<file path="src/rtl/apb_master_pkg.sv">
// ============================================================================
//  Module   : apb_master_pkg
//  Purpose  : Shared FSM state encoding and defaults for the APB command master.
//  Revision : 1.0
// ============================================================================
`default_nettype none

package apb_master_pkg;

    typedef enum logic [1:0] {
        ST_IDLE   = 2'd0,
        ST_SETUP  = 2'd1,
        ST_ACCESS = 2'd2,
        ST_RESP   = 2'd3
    } apb_state_t;

    localparam int unsigned TIMEOUT_DEFAULT = 16;

    // Wide enough for the largest supported wait-state limit (255).
    typedef logic [7:0] wait_cnt_t;

endpackage

`default_nettype wire

</file>
<file path="src/rtl/apb_timeout_cnt.sv">
// ============================================================================
//  Module   : apb_timeout_cnt
//  Purpose  : ACCESS-phase wait-state counter with a single-cycle expiry flag.
//  Revision : 1.0
// ============================================================================
`default_nettype none

module apb_timeout_cnt
    import apb_master_pkg::*;
#(
    parameter int unsigned LIMIT = TIMEOUT_DEFAULT
) (
    input  logic clk,
    input  logic rst_n,
    input  logic clear,
    input  logic enable,
    output logic expired
);

    localparam wait_cnt_t LAST = wait_cnt_t'(LIMIT - 1);

    wait_cnt_t count;

    always_ff @(posedge clk or negedge rst_n) begin
        if (!rst_n) begin
            count <= '0;
        end else if (clear) begin
            count <= '0;
        end else if (enable) begin
            count <= count + 1'b1;
        end
    end

    // Flags the edge on which the count would reach LIMIT.
    assign expired = enable && (count == LAST);

endmodule

`default_nettype wire

</file>
<file path="src/rtl/apb_cmd_master.sv">
// ============================================================================
//  Module   : apb_cmd_master
//  Purpose  : Converts single valid/ready commands into APB transfers with timeout.
//  Revision : 1.0
// ============================================================================
`default_nettype none

module apb_cmd_master
    import apb_master_pkg::*;
#(
    parameter int unsigned AWIDTH  = 8,
    parameter int unsigned DWIDTH  = 8,
    parameter int unsigned TIMEOUT = TIMEOUT_DEFAULT
) (
    input  logic              PCLK,
    input  logic              PRESETN,
    input  logic              CMD_VALID,
    output logic              CMD_READY,
    input  logic              CMD_WRITE,
    input  logic [AWIDTH-1:0] CMD_ADDR,
    input  logic [DWIDTH-1:0] CMD_WDATA,
    output logic              RSP_VALID,
    input  logic              RSP_READY,
    output logic [DWIDTH-1:0] RSP_RDATA,
    output logic              RSP_ERR,
    output logic              PSEL,
    output logic              PENABLE,
    output logic              PWRITE,
    output logic [AWIDTH-1:0] PADDR,
    output logic [DWIDTH-1:0] PWDATA,
    input  logic [DWIDTH-1:0] PRDATA,
    input  logic              PREADY,
    input  logic              PSLVERR
);

    apb_state_t state;
    apb_state_t state_next;
    logic       ready_en;
    logic       cmd_accept;
    logic       cnt_clear;
    logic       cnt_enable;
    logic       timeout_hit;

    assign cmd_accept = CMD_VALID && CMD_READY;
    assign cnt_clear  = (state == ST_SETUP);
    assign cnt_enable = (state == ST_ACCESS) && !PREADY;

    apb_timeout_cnt #(
        .LIMIT   (TIMEOUT)
    ) u_timeout_cnt (
        .clk     (PCLK),
        .rst_n   (PRESETN),
        .clear   (cnt_clear),
        .enable  (cnt_enable),
        .expired (timeout_hit)
    );

    always_ff @(posedge PCLK or negedge PRESETN) begin
        if (!PRESETN) begin
            state <= ST_IDLE;
        end else begin
            state <= state_next;
        end
    end

    always_comb begin
        state_next = state;
        case (state)
            ST_IDLE:   if (cmd_accept)                state_next = ST_SETUP;
            ST_SETUP:                                 state_next = ST_ACCESS;
            ST_ACCESS: if (PREADY || timeout_hit)     state_next = ST_RESP;
            ST_RESP:   if (RSP_READY)                 state_next = ST_IDLE;
            default:                                  state_next = ST_IDLE;
        endcase
    end

    always_comb begin
        CMD_READY = (state == ST_IDLE) && ready_en;
        PSEL      = (state == ST_SETUP) || (state == ST_ACCESS);
        PENABLE   = (state == ST_ACCESS);
        RSP_VALID = (state == ST_RESP);
    end

    // Holds CMD_READY low until the first edge after reset release.
    always_ff @(posedge PCLK or negedge PRESETN) begin
        if (!PRESETN) begin
            ready_en <= 1'b0;
        end else begin
            ready_en <= 1'b1;
        end
    end

    always_ff @(posedge PCLK or negedge PRESETN) begin
        if (!PRESETN) begin
            PWRITE <= 1'b0;
            PADDR  <= '0;
            PWDATA <= '0;
        end else if (cmd_accept) begin
            PWRITE <= CMD_WRITE;
            PADDR  <= CMD_ADDR;
            PWDATA <= CMD_WDATA;
        end
    end

    // Completion takes priority over a coincident timeout.
    always_ff @(posedge PCLK or negedge PRESETN) begin
        if (!PRESETN) begin
            RSP_RDATA <= '0;
            RSP_ERR   <= 1'b0;
        end else if (state == ST_ACCESS) begin
            if (PREADY) begin
                RSP_RDATA <= PWRITE ? '0 : PRDATA;
                RSP_ERR   <= PSLVERR;
            end else if (timeout_hit) begin
                RSP_RDATA <= '0;
                RSP_ERR   <= 1'b1;
            end
        end
    end

endmodule

`default_nettype wire
</file>
<file path="config.mk">
export PLATFORM = sky130hd
export DESIGN_NAME = apb_cmd_master
export DESIGN_NICKNAME = d
export VERILOG_FILES = /design/src/rtl/apb_master_pkg.sv /design/src/rtl/apb_timeout_cnt.sv /design/src/rtl/apb_cmd_master.sv
export SDC_FILE = /design/constraint.sdc
export NUM_CORES = 1
export LEC_CHECK = 0
export CORE_ASPECT_RATIO = 1.75
export CORE_MARGIN = 5
export CORE_UTILIZATION = 44
export CTS_BUF_LIST = sky130_fd_sc_hd__clkbuf_4 sky130_fd_sc_hd__clkbuf_8 sky130_fd_sc_hd__clkbuf_16
export DETAILED_ROUTE_END_ITERATION = 6
export PLACE_DENSITY = 0.89
export SETUP_SLACK_MARGIN = 0.02
export SLEW_MARGIN = 20
export SYNTH_ARGS = -nofsm -noshare
export SYNTH_HDL_FRONTEND = slang
export SYNTH_SLANG_ARGS = --single-unit
export TNS_END_PERCENT = 50
</file>
<file path="constraint.sdc">
create_clock -name PCLK -period 2.1 [get_ports PCLK]
set_input_delay 0.42 -clock PCLK [delete_from_list [all_inputs] [get_ports PCLK]]
set_output_delay 0.42 -clock PCLK [all_outputs]
set_load 0.01 [all_outputs]
</file>
==> flow_metrics.py <==
metrics = {
    "placement": {
        "placed_cells": 245,
        "place.gp.congestion": 0.718,
        "dpl.hpwl_microns": 2830,
        "port_buffers": 60,
    },
    "die": {
        "ioPinCount": 61,
        "start_util": 0.460,
        "die_x_microns": 56.8,
        "core_area_sq_mm": 0.00366,
        "num_rows": 29,
        "die_h_microns": 91.9,
        "dieArea_sq_mm": 0.00522,
    },
    "pwr": {
        "combinationalPowerShare": 0.456,
        "peakVddDrop_mv": 0.840,
        "power.density_mw_per_mm2": 1340,
        "internal_power_w": 0.00226,
        "power.net_switching_w": 0.00101,
        "power_frac_seq": 0.349,
        "sw_frac_of_total": 0.310,
        "power.leakage_nw": 1.09,
        "pwr-share-clk": 0.195,
    },
    "run_status": {
        "status": "complete, no violations",
    },
    "setup_path": {
        "end_kind": "output pin",
        "cp.arrival_ps": 1560,
        "worstPathCellList": "inv_2 -> ha_1 -> clkdlybuf4s50_1",
        "critPathMaxFanout": 4,
        "critPathMaxStageDelay_ps": 550,
        "r2r-start": "state[0]",
        "slowest_stage": "clkdlybuf4s50_1",
        "worstPathRequired_ps": 1680,
        "r2r_setup_slack_ps": 320,
        "ff2ff_path_depth": 6,
        "r2r_end": "u_timeout_cnt.count[4]",
        "critPathKind": "register to output pin",
        "start_kind": "register",
    },
    "detailed_routing": {
        "finalWirelength_microns": 3740,
        "wl_per_cell_microns": 14.8,
        "firstDrtPassIters": 4,
        "vias": 1307,
        "drc": 0,
        "first_iter_violations": 22,
        "via_per_inst": 5.17,
        "ant_nets": 0,
    },
    "logic_synthesis": {
        "yosysWarnings": 0,
        "synth_top_area_cell": "dfrtp_1",
        "synth.top_cells.by_area": "dfrtp_1, mux2_2, ha_1",
        "netlist_area_sq_mm": 0.00169,
        "synth_nets": 180,
        "ys_types": 39,
        "postSynthAreaPerCell_sq_um": 11.8,
        "postSynthCellCount": 143,
        "synth_seq_cells": 37,
        "yosys.area.top_type_share": 0.549,
        "yosysSeqAreaShare": 0.549,
    },
    "global_routing": {
        "grt_pass1_wl_microns": 6380,
        "grt_start_max_net_pins": 38,
        "antenna_found_initial": 0,
        "overflow": 0,
        "track_usage": 0.155,
        "grt_pass1_vias": 1416,
    },
    "clocking": {
        "cts_buffers": 5,
        "path_clk_slew_ps": 70,
        "clock-sinks": 37,
        "root_buffer": "clkbuf_8",
        "htreeDepth": 2,
        "cts_buffer_depth": 2,
        "worstSkewPairLatency_ps": 280,
        "cts_tree": "yes",
        "cts_setup_buffers": 0,
    },
    "timing": {
        "slew_viol_final": 0,
        "finalHoldViolCount": 0,
        "rsz0062_at_grt": "no",
        "fin_crit_sh": 0.942,
        "skew_ps": 5.05,
        "fin_setup_tns_ps": 0,
        "fin_crit_ps": 1980,
        "timing.fmax_mhz": 505,
        "worst_slew_pin_slew_ps": 817,
        "setup_viol": 0,
        "max_slew_margin": 0.455,
    },
    "layout": {
        "final_nets": 243,
        "antennaDiodeCount": 0,
        "area.growth.synth_to_final_pct": 45.2,
        "drive_gt1_frac": 0.126,
        "instances_no_fill": 253,
    },
    "min_path": {
        "hp-class": "primary input to asynchronous set/reset pin",
    },
    "flow_run": {
        "maxCapViolCount": 0,
    },
}
==> sequential cells by signal, indices dropped and copies added (netlist names) <==
register / cells
PADDR: 8
PWDATA: 8
PWRITE: 1
RSP_ERR: 1
RSP_RDATA: 8
ready_en: 1
state: 2
u_timeout_cnt.count: 8
==> routing by layer <==
| metal | global-route usage | routed length (microns) | vias to the layer above |
|---|---|---|---|
| met5 | 0 | 0 | - |
| met4 | 0.0600 | 62 | 0 |
| met3 | 0.0660 | 294 | 5 |
| met2 | 0.277 | 2070 | 39 |
| met1 | 0.155 | 1320 | 627 |
| li1 | - | - | 636 |
==> synth_stat cells <==
library cell and instances:
and3_1 1, o21ai_1 8, mux2_2 12, or3_1 4
nand3_1 3, buf_1 1, buf_2 1, nand3b_1 2
xor2_1 2, nand4_1 1, a2bb2oi_1 8, mux2i_1 1
nor4_2 1, a211o_1 1, nor2_1 4, nor2b_1 1
a211oi_1 2, nand4b_1 1, nor4_1 1, o22ai_1 1
and3b_1 1, o21ai_0 5, o211ai_1 1, conb_1 1
a21boi_0 1, a21o_1 1, nand2_1 1, a21oi_1 7
o31ai_1 1, nand2b_1 2, or4_1 1, dfrtp_1 37
clkbuf_1 3, nand2_2 1, a21bo_2 1, inv_1 11
mux2_1 5, ha_1 6, and2_1 1
==> critical path: cells and delay by family (launching register included) <==
family,cells,cell delay [ps]
buffers and inverters,2,650
adders and majority gates,1,210
DFF,1,420
==> worst max path at each step <==
stage | startpoint | end | slack [ps] | depth (start not counted)
after global placement | PREADY | u_timeout_cnt.count[7] | 210 | 4
after CTS | state[1] | PSEL | 40 | 3
after global routing | state[0] | PENABLE | 50 | 3
after detailed placement | PREADY | u_timeout_cnt.count[7] | 160 | 4
after floorplan | state[0] | PADDR[0] | 410 | 6
final | state[0] | PENABLE | 120 | 3
==> through the flow <==
step           hold slack [ps]  cell area [sq um]  setup slack, ps  total power (W)  utilization
3_3_place_gp               474               2330              211          0.00263        0.635
2_1_floorplan              124               1690              413          0.00189            -
4_1_cts                    240               2450             38.9          0.00333        0.667
5_1_grt                    286               2450             52.8          0.00351        0.668
3_5_place_dp               484               2330              158          0.00267        0.635
6_report                   227               2450              121          0.00327        0.668
==> cell type report <==
class                   instances  area, sq um
clock buffers                   7         90.1
clock inverters                 1         30.0
fillers                       299         1220
inverters                      11         41.3
multi-input cells              90          699
flip-flops and latches         37          926
well taps                      46         57.6
repair buffers                 61          604
==> timing repair <==
item                                    in CTS  in global routing
gates resized for setup                      2                  1
endpoints found under the setup margin       2                  1
pin swaps                                    0                  0
hold buffers                                 0                  0
hold endpoints to repair                     0                  0
==> layout by cell type, fill, tap and decap left out, types with 2 or more instances in the layout <==
| cell type | netlist | final |
|---|---|---|
| nand3_1 | 3 | 3 |
| clkbuf_8 | 0 | 6 |
| a21oi_1 | 7 | 7 |
| mux2_2 | 12 | 12 |
| nand3b_1 | 2 | 2 |
| xor2_1 | 2 | 2 |
| mux2_1 | 5 | 5 |
| o21ai_0 | 5 | 5 |
| nor2_1 | 4 | 4 |
| dfrtp_1 | 37 | 37 |
| nand2b_1 | 2 | 2 |
| a2bb2oi_1 | 8 | 8 |
| o21ai_1 | 8 | 8 |
| or3_1 | 4 | 4 |
| ha_1 | 6 | 6 |
| a211oi_1 | 2 | 2 |
| clkdlybuf4s50_1 | 0 | 57 |
| inv_1 | 11 | 10 |
==> power groups by stage <==
stage               clock (W)  sequential [W]  combinational [W]
floorplan                   0         0.00125           0.000642
global placement            0         0.00114            0.00149
detailed placement          0         0.00115            0.00152
CTS                  0.000662         0.00114            0.00153
global route         0.000686         0.00118            0.00164
finish               0.000638         0.00114            0.00149
==> logic make-up after synthesis <==
kind of cell	synth area share
compound gates	0.142
flops	0.549
simple gates	0.0957
mux	0.119
buf+inv	0.0363
fa+ha+maj	0.0445
xor+xnor	0.0104
other cells	0.00222
Note: power is estimated with default switching activity, not from simulation.
